[src/rtl/mfp_ahb_7sd_scan_driver.sv]
// Multiplexed seven-segment scan driver with blink, PWM brightness and blanking.
// Define MFP_7SD_SCAN_SKIP_EN to make disabled digits consume no scan slot.
module mfp_ahb_7sd_decoder (
    input  logic [5:0] seg_data,
    output logic [7:0] seg
);
    // seg_data = {dp_n, code}; segments are active-low, bit6 = a .. bit0 = g
    always_comb begin
        seg = {seg_data[5], 7'h7F};
        case (seg_data[4:0])
            5'h00:   seg[6:0] = 7'h01;
            5'h01:   seg[6:0] = 7'h4F;
            5'h02:   seg[6:0] = 7'h12;
            5'h03:   seg[6:0] = 7'h06;
            5'h04:   seg[6:0] = 7'h4C;
            5'h05:   seg[6:0] = 7'h24;
            5'h06:   seg[6:0] = 7'h20;
            5'h07:   seg[6:0] = 7'h0F;
            5'h08:   seg[6:0] = 7'h00;
            5'h09:   seg[6:0] = 7'h04;
            5'h0A:   seg[6:0] = 7'h08;
            5'h0B:   seg[6:0] = 7'h60;
            5'h0C:   seg[6:0] = 7'h31;
            5'h0D:   seg[6:0] = 7'h42;
            5'h0E:   seg[6:0] = 7'h30;
            5'h0F:   seg[6:0] = 7'h38;
            5'h11:   seg[6:0] = 7'h7E;
            default: seg[6:0] = 7'h7F;
        endcase
    end
endmodule

module mfp_ahb_7sd_scan_driver #(
    parameter int NUM_DIGITS   = 8,
    parameter int DIV_WIDTH    = 16,
    parameter int BLANK_CYCLES = 64,
    parameter int BLINK_WIDTH  = 25
) (
    input  logic                    clk,
    input  logic                    rst,
    input  logic [NUM_DIGITS-1:0]   EN,
    input  logic [5*NUM_DIGITS-1:0] DIGITS,
    input  logic [NUM_DIGITS-1:0]   DP,
    input  logic [NUM_DIGITS-1:0]   BLINK,
    input  logic [3:0]              BRIGHT,
    output logic [NUM_DIGITS-1:0]   DISP_EN_OUT,
    output logic [7:0]              DISP_SEG_OUT
);
    localparam int SW = (NUM_DIGITS > 1) ? $clog2(NUM_DIGITS) : 1;

    logic [DIV_WIDTH-1:0]   p_q, p_d;
    logic [SW-1:0]          s_q, s_d;
    logic [5:0]             c_q, c_d;
    logic [BLINK_WIDTH-1:0] b_q, b_d;
    logic [NUM_DIGITS-1:0]  en_out_q, en_out_d;
    logic [7:0]             seg_out_q, seg_out_d;

    logic                  slot_end, blanking, pwm_on;
    logic [NUM_DIGITS-1:0] anode_on;
    logic [5:0]            cur_code;
    logic [SW-1:0]         next_s;

    mfp_ahb_7sd_decoder u_dec (
        .seg_data (c_q),
        .seg      (seg_out_d)
    );

    always_comb begin
        cur_code = '0;
        for (int unsigned i = 0; i < NUM_DIGITS; i++) begin
            if (s_q == SW'(i)) cur_code = {~DP[i], DIGITS[5*i +: 5]};
        end
    end

`ifdef MFP_7SD_SCAN_SKIP_EN
    logic          found_any, found_after;
    logic [SW-1:0] lo_any, lo_after;

    // Cyclic search split in two: lowest enabled above s, else lowest enabled overall
    // (which may be s itself); with nothing enabled s holds.
    always_comb begin
        found_any   = 1'b0;
        found_after = 1'b0;
        lo_any      = s_q;
        lo_after    = s_q;
        for (int unsigned j = 0; j < NUM_DIGITS; j++) begin
            if (EN[j] && !found_any) begin
                found_any = 1'b1;
                lo_any    = SW'(j);
            end
            if (EN[j] && (SW'(j) > s_q) && !found_after) begin
                found_after = 1'b1;
                lo_after    = SW'(j);
            end
        end
        next_s = found_after ? lo_after : lo_any;
    end
`else
    always_comb begin
        next_s = (s_q == SW'(NUM_DIGITS - 1)) ? '0 : s_q + 1'b1;
    end
`endif

    always_comb begin
        slot_end = &p_q;
        blanking = p_q < DIV_WIDTH'(BLANK_CYCLES);
        pwm_on   = p_q[DIV_WIDTH-1 -: 4] <= BRIGHT;
        p_d      = p_q + 1'b1;
        s_d      = slot_end ? next_s : s_q;
        c_d      = blanking ? cur_code : c_q;
        b_d      = b_q + 1'b1;
        anode_on = '0;
        for (int unsigned i = 0; i < NUM_DIGITS; i++) begin
            anode_on[i] = (s_q == SW'(i)) && EN[i] && !blanking && pwm_on
                          && !(BLINK[i] && b_q[BLINK_WIDTH-1]);
        end
        en_out_d = ~anode_on;
    end

    always_ff @(posedge clk) begin
        if (rst) begin
            p_q       <= '0;
            s_q       <= '0;
            c_q       <= '0;
            b_q       <= '0;
            en_out_q  <= '1;
            seg_out_q <= '1;
        end else begin
            p_q       <= p_d;
            s_q       <= s_d;
            c_q       <= c_d;
            b_q       <= b_d;
            en_out_q  <= en_out_d;
            seg_out_q <= seg_out_d;
        end
    end

    assign DISP_EN_OUT  = en_out_q;
    assign DISP_SEG_OUT = seg_out_q;
endmodule

[config.mk]
export PLATFORM = sky130hd
export DESIGN_NAME = mfp_ahb_7sd_scan_driver
export DESIGN_NICKNAME = d
export VERILOG_FILES = /design/src/rtl/mfp_ahb_7sd_scan_driver.sv
export SDC_FILE = /design/constraint.sdc
export NUM_CORES = 1
export LEC_CHECK = 0
export CORE_UTILIZATION = 53
export DETAILED_ROUTE_END_ITERATION = 12
export PLACE_DENSITY = 0.85
export SLEW_MARGIN = 10
export SYNTH_ARGS = -nofsm -noshare
export SYNTH_HDL_FRONTEND = slang
export SYNTH_SLANG_ARGS = --single-unit
[constraint.sdc]
create_clock -name clk -period 3.28 [get_ports clk]
set_input_delay 0.492 -clock clk [delete_from_list [all_inputs] [get_ports clk]]
set_output_delay 0.492 -clock clk [all_outputs]
set_load 0.02 [all_outputs]
# Word level (Yosys, flattened, before mapping)

Memories as Yosys holds them, arrays and structs flattened. A register that Yosys moved wholly into a read port is not among the register bits.
Index checks and enable logic that the tools add are counted.
Widths: inputs -> output; s select.

$add $sub $neg: 3
$lt $le $gt $ge: 2
Equality and inequality tests: 7
Muxes and demuxes: 9
Bitwise operators: 9
Reduce and logical (&&, ||, !) cells: 51

Operators with widths:

| kind                  | count |
|---|---|
| $mux 6                | 8 |
| $logic_and 1x1->1     | 40 |
| $add 25x1->25 const B | 1 |
| $add 16x1->16 const B | 1 |
| $lt 16x7->1 const B   | 1 |
| $reduce_and 16->1     | 1 |
| $eq 3x3->1 const B    | 4 |
| $logic_not 1->1       | 9 |
| $not 1->1             | 8 |
| $not 8->8             | 1 |
| $eq 3x2->1 const B    | 2 |
| $le 4x4->1            | 1 |
| $add 3x1->3 const B   | 1 |
| $eq 3x1->1 const B    | 1 |
| $logic_not 3->1       | 1 |
| $mux 3                | 1 |

Register bits: 66
Memory bits (read-only): 224
Input bits: 70
Memories kept: 1

Memory list:

| memory          | depth | bits a word | read ports | clocked after memory_dff | write ports | line | source |
|---|---|---|---|---|---|---|---|
| (no name shown) | 32    | 7           | 1          | 1                        | 0           | 10   | `case (seg_data[4:0])` |

# Longest topological paths before layout

Depth after elaboration: 9
Depth in mapped cells: 9
Gate-level depth less buffers: 7

# Cells and area by module

From an unflattened synthesis, not the netlist that was laid out.

Cells, all modules: 430
Area total of the unflattened synthesis: 3614.7 µm²

Modules (own cells, without submodules):

| module                  | times used | cells an instance | area an instance (µm²) | seq. area each (µm²) |
|---|---|---|---|---|
| mfp_ahb_7sd_scan_driver | 1          | 388               | 3289.4                 | 1321.3 |
| mfp_ahb_7sd_decoder     | 1          | 42                | 325.3                  | 0.0 |

# Least setup slack after synthesis

OpenSTA, ideal clock, no wires.

Kind: reg-to-reg
Start: register s_q[2]
End: register c_q[0]
Setup time: 0.071 ns
Arrival time: 1.810 ns
Slack: 1.399 ns
Cell stages (with the launch flop): 9
Period minus slack after synthesis: 1.881 ns
Cell sequence: dfxtp_1 clkinv_1 ha_1 clkbuf_1 nor2_1 a22oi_1 a221oi_1 o221ai_1 a21oi_1

Word-level cells in the longest chain between the ends: 9

RTL lines:

| item                   | line | source |
|---|---|---|
| start, declared        | 52   | `logic [SW-1:0] s_q, s_d;` |
| start signal, assigned | 123  | `s_q <= '0;` |
| start signal, assigned | 130  | `s_q <= s_d;` |
| $logic_not 3->1        | 71   | `if (s_q == SW'(i)) cur_code = {~DP[i], DIGITS[5*i +: 5]};` |
| $mux 6 (7 in a row)    | 71   |  |
| $mux 6 *               | 71   |  |
| end signal, assigned   | 124  | `c_q <= '0;` |
| end signal, assigned   | 131  | `c_q <= c_d;` |
| end, declared          | 53   | `logic [5:0] c_q, c_d;` |

Every way passes the cells marked *; elsewhere a longest branch is shown, timed or not.
A chain may end at the register's enable or synchronous reset.

# Worst setup path in the final report

Start: input BRIGHT[1]
End: register en_out_q[6] (netlist: DISP_EN_OUT[6])

Word-level cells in the longest chain between the ends: 4

RTL lines:

| item                 | line | source |
|---|---|---|
| start, declared      | 45   | `input logic [3:0] BRIGHT,` |
| $le 4x4->1           | 107  | `pwm_on = p_q[DIV_WIDTH-1 -: 4] <= BRIGHT;` |
| $logic_and 1x1->1    | 114  | `anode_on[i] = (s_q == SW'(i)) && EN[i] && !blanking && pwm_on` |
| $logic_and 1x1->1    | 115  | `&& !(BLINK[i] && b_q[BLINK_WIDTH-1]);` |
| $not 8->8            | 117  | `en_out_d = ~anode_on;` |
| end signal, assigned | 133  | `en_out_q <= en_out_d;` |
| end, declared        | 55   | `logic [NUM_DIGITS-1:0] en_out_q, en_out_d;` |

No other way between the ends.

==> metrics.md <==
| Metric | Value |
|---|---|
| Area occupied by multi-input gates | `0.00196 mm^2` |
| CTS Buffer Depth | `2` |
| Vias per cell | `5.77` |
| Reg power frac | `43.4%` |
| Hold Slack | `0.464 ns` |
| Post-synth EDFFs | `0` |
| Ports | `86` |
| Min Tclk post-route | `roughly 2.2 ns` |
| Fin crit share | `67.7%` |
| Slew HR | `56.8%` |
| Synth unique cells | `49` |
| Unrepaired setup endpoints after global routing | `false` |
| Worst r2r src | `s_q[0]` |
| Int Pwr | `1520 uW` |
| Avg WL per Cell | `15.8 um` |
| Max_cap viols | `0` |
| Die Area | `0.00683 mm^2` |
| Global route total overflow | `0` |
| Hold-fix buffers at CTS | `0` |
| Area delta synth->final | `33.6%` |
| Setup WS pre-CTS | `0.699 ns` |
| CP arrival | `2.42 ns` |
| Top cells by count, synth | `dfxtp_1 (66), nor2_1 (52), nand2_1 (28)` |
| Slew Limit Fails | `0` |
| Pleak | `around 0.0018 uW` |
| Hold Path Class | `reg -> reg` |
| Post-synth top flop | `dfxtp_1` |
| Async S/R FF share, synth | `0%` |
| Total CTS buffers | `9` |
| Worst-case vdd ir drop | `approximately 0.32 mV` |
| R2R depth | `7` |
| Gr usage total | `28.6%` |
| Port buffer count | `85` |
| YS warnings | `0` |
| Pin slew with the least headroom to its limit | `0.649 ns` |
| Die X | `between 80 and 90 um` |
| Post-route ant nets | `0` |
| R2R Setup Slk | `1.08 ns` |
| Final setup fails | `0` |
| TritonCTS clock tree | `yes` |
| Critical path type | `in -> reg` |
| Clock Power Share | `47.1%` |
| Via count | `3260` |
| Setup crit end kind | `register` |
| Synth Register Bits | `66` |
| Latest clock arrival within the worst-skew pair | `approximately 0.34 ns` |
| Starting Density | `a little over half` |
| Reg area | `0.00132 mm^2` |
| Worst Hold Path Cells | `1` |
| # DRC | `0` |
| RR Endpoint | `c_q[4]` |
| CTS resizes | `0` |
| Top-count cell post-synth | `dfxtp_1` |
| Clock skew | `around 0.0080 ns` |
| Drt first-iter violations | `199` |
| Synth Net Count | `approximately 500` |
| Post-Route WL | `8.91 mm` |
| Routability cong. | `0.898` |
| Syn_area_per_cell | `8.53 um^2` |
| Maximum net fanout on the critical path | `8` |
| ANT cells | `0` |
| Post-synth top area share | `38.3%` |
| Setup bufs post-CTS | `0` |
| Die Y | `82.6 um` |
| Filler instances | `490` |
| First-pass GRT wire length | `14.5 mm` |
| Post-route setup TNS | `0 ns` |
| Dpl hpwl | `6.76 mm` |
| Cell Area, Synth | `around 0.0034 mm^2` |
| Cell Rows | `29` |
| Crit path launch type | `primary input` |
| First-pass iteration count of the detailed router | `4` |
| Synth area leaders | `dfxtp_1 (38%), ha_1 (6.5%), xor2_1 (5.8%)` |
| Final hold violation count | `0` |
| Yosys top cell by area | `dfxtp_1` |
| Layout cells sized above 1 | `5.74%` |
| Number of global-route vias before repair | `3123` |
| CTS sink cnt | `66` |
| Antenna violations before repair | `0` |
| H-tree level count | `3` |
| Tot Pwr | `1920 uW` |
| Max frequency | `0.451 GHz` |
| Worst hold endpoint | `b_q[0]` |
| Sequential element share of the synthesized area | `between 30% and 40%` |
| Root buffer cell | `clkbuf_8` |
| Logic gate share of total power | `9.5%` |
| Clock-pin slew on the worst setup and hold paths | `0.07 ns` |
| Core area | `0.00631 mm^2` |
| Sw Share | `a little over a fifth` |
| Setup ws final | `1.06 ns` |
| Status | `complete, no violations` |
| Hold_sp | `b_q[0]` |
| WP data required | `3.48 ns` |
| Psw | `403 uW` |
| Power per cell area | `418 mW/mm^2` |
| Final nets | `571` |
| Final core occ | `72.9%` |
| Synth Instances | `between 400 and 500` |
| Maximum number of pins on one net before global-route repair | `43` |
-- layout make-up --
| cell class | instances | share of cell area (%) |
|---|---|---|
| inverters | 24 | 1.96 |
| clock inverters | 6 | 2.99 |
| flip-flops and latches | 66 | 28.7 |
| multi-input cells | 294 | 42.5 |
| well taps | 77 | 2.09 |
| clock buffers | 10 | 2.77 |
| repair buffers | 88 | 19.0 |
-- metal layers --
metal	global-route usage (%)	wire [um]	up-vias
met4	11.9	270	0
met1	34.1	3790	1550
met5	0	0	-
met3	7.03	401	24
met2	48.7	4450	97
li1	-	-	1589
-- how the worst max path moves through the flow --
| stage | from | to | cells past startpoint |
|---|---|---|---|
| floorplan | s_q[2] | c_q[0] | 8 |
| global placement | BRIGHT[1] | DISP_EN_OUT[6] | 8 |
| detailed placement | BRIGHT[1] | DISP_EN_OUT[6] | 8 |
| CTS | BRIGHT[1] | DISP_EN_OUT[6] | 8 |
| global route | s_q[1] | c_q[0] | 7 |
| finish | BRIGHT[1] | DISP_EN_OUT[6] | 8 |
-- cells in the final DEF (no fill, tap or decap), drive strengths merged, types with 17 or more instances in the layout --
master	count
clkdlybuf4s50	85
dfxtp	66
nor2	52
nand2	28
inv	24
xor2	23
nand3	21
nand4	20
ha	18
a21oi	18
o21ai	17
-- critical path: stages --
cell and delay (ns):
clkdlybuf4s50_1 0.45, inv_1 0.04, ha_1 0.30, nor2b_1 0.15, o21a_1 0.17, o21a_1 0.16
o21ai_1 0.48, nand4_1 0.17
-- metrics by stage --
stage | instances | cell area, um^2
2_1_floorplan | 404 | 3450
3_3_place_gp | 549 | 4340
3_5_place_dp | 549 | 4340
4_1_cts | 565 | 4600
5_1_grt | 565 | 4600
6_report | 565 | 4600
-- cell families (layout without fill, tap and decap cells) --
group,Yosys count,count (layout),share of synthesized area [%]
XOR/XNOR,34,34,8.64
AND/OR/NAND/NOR,157,157,24.1
flip-flops,66,66,38.3
adder cells (fa/ha/maj),18,18,6.54
AO/OA/AOI/OAI,81,81,15.9
multiplexers,4,4,1.53
buffers and inverters,44,128,4.87
-- state kept, by name (all words and copies together) (netlist names) --
signal	cells
c_q	6
DISP_SEG_OUT	8
DISP_EN_OUT	8
b_q	25
p_q	16
s_q	3
-- power groups by stage --
| stage | registers, uW | clock network, uW | logic, uW |
|---|---|---|---|
| 2_1_floorplan | 858 | 0 | 59.5 |
| 5_1_grt | 839 | 956 | 198 |
| 6_report | 836 | 906 | 183 |
| 3_5_place_dp | 854 | 0 | 181 |
| 3_3_place_gp | 853 | 0 | 177 |
| 4_1_cts | 835 | 918 | 183 |
No activity file was read; power rests on OpenSTA's default activity.
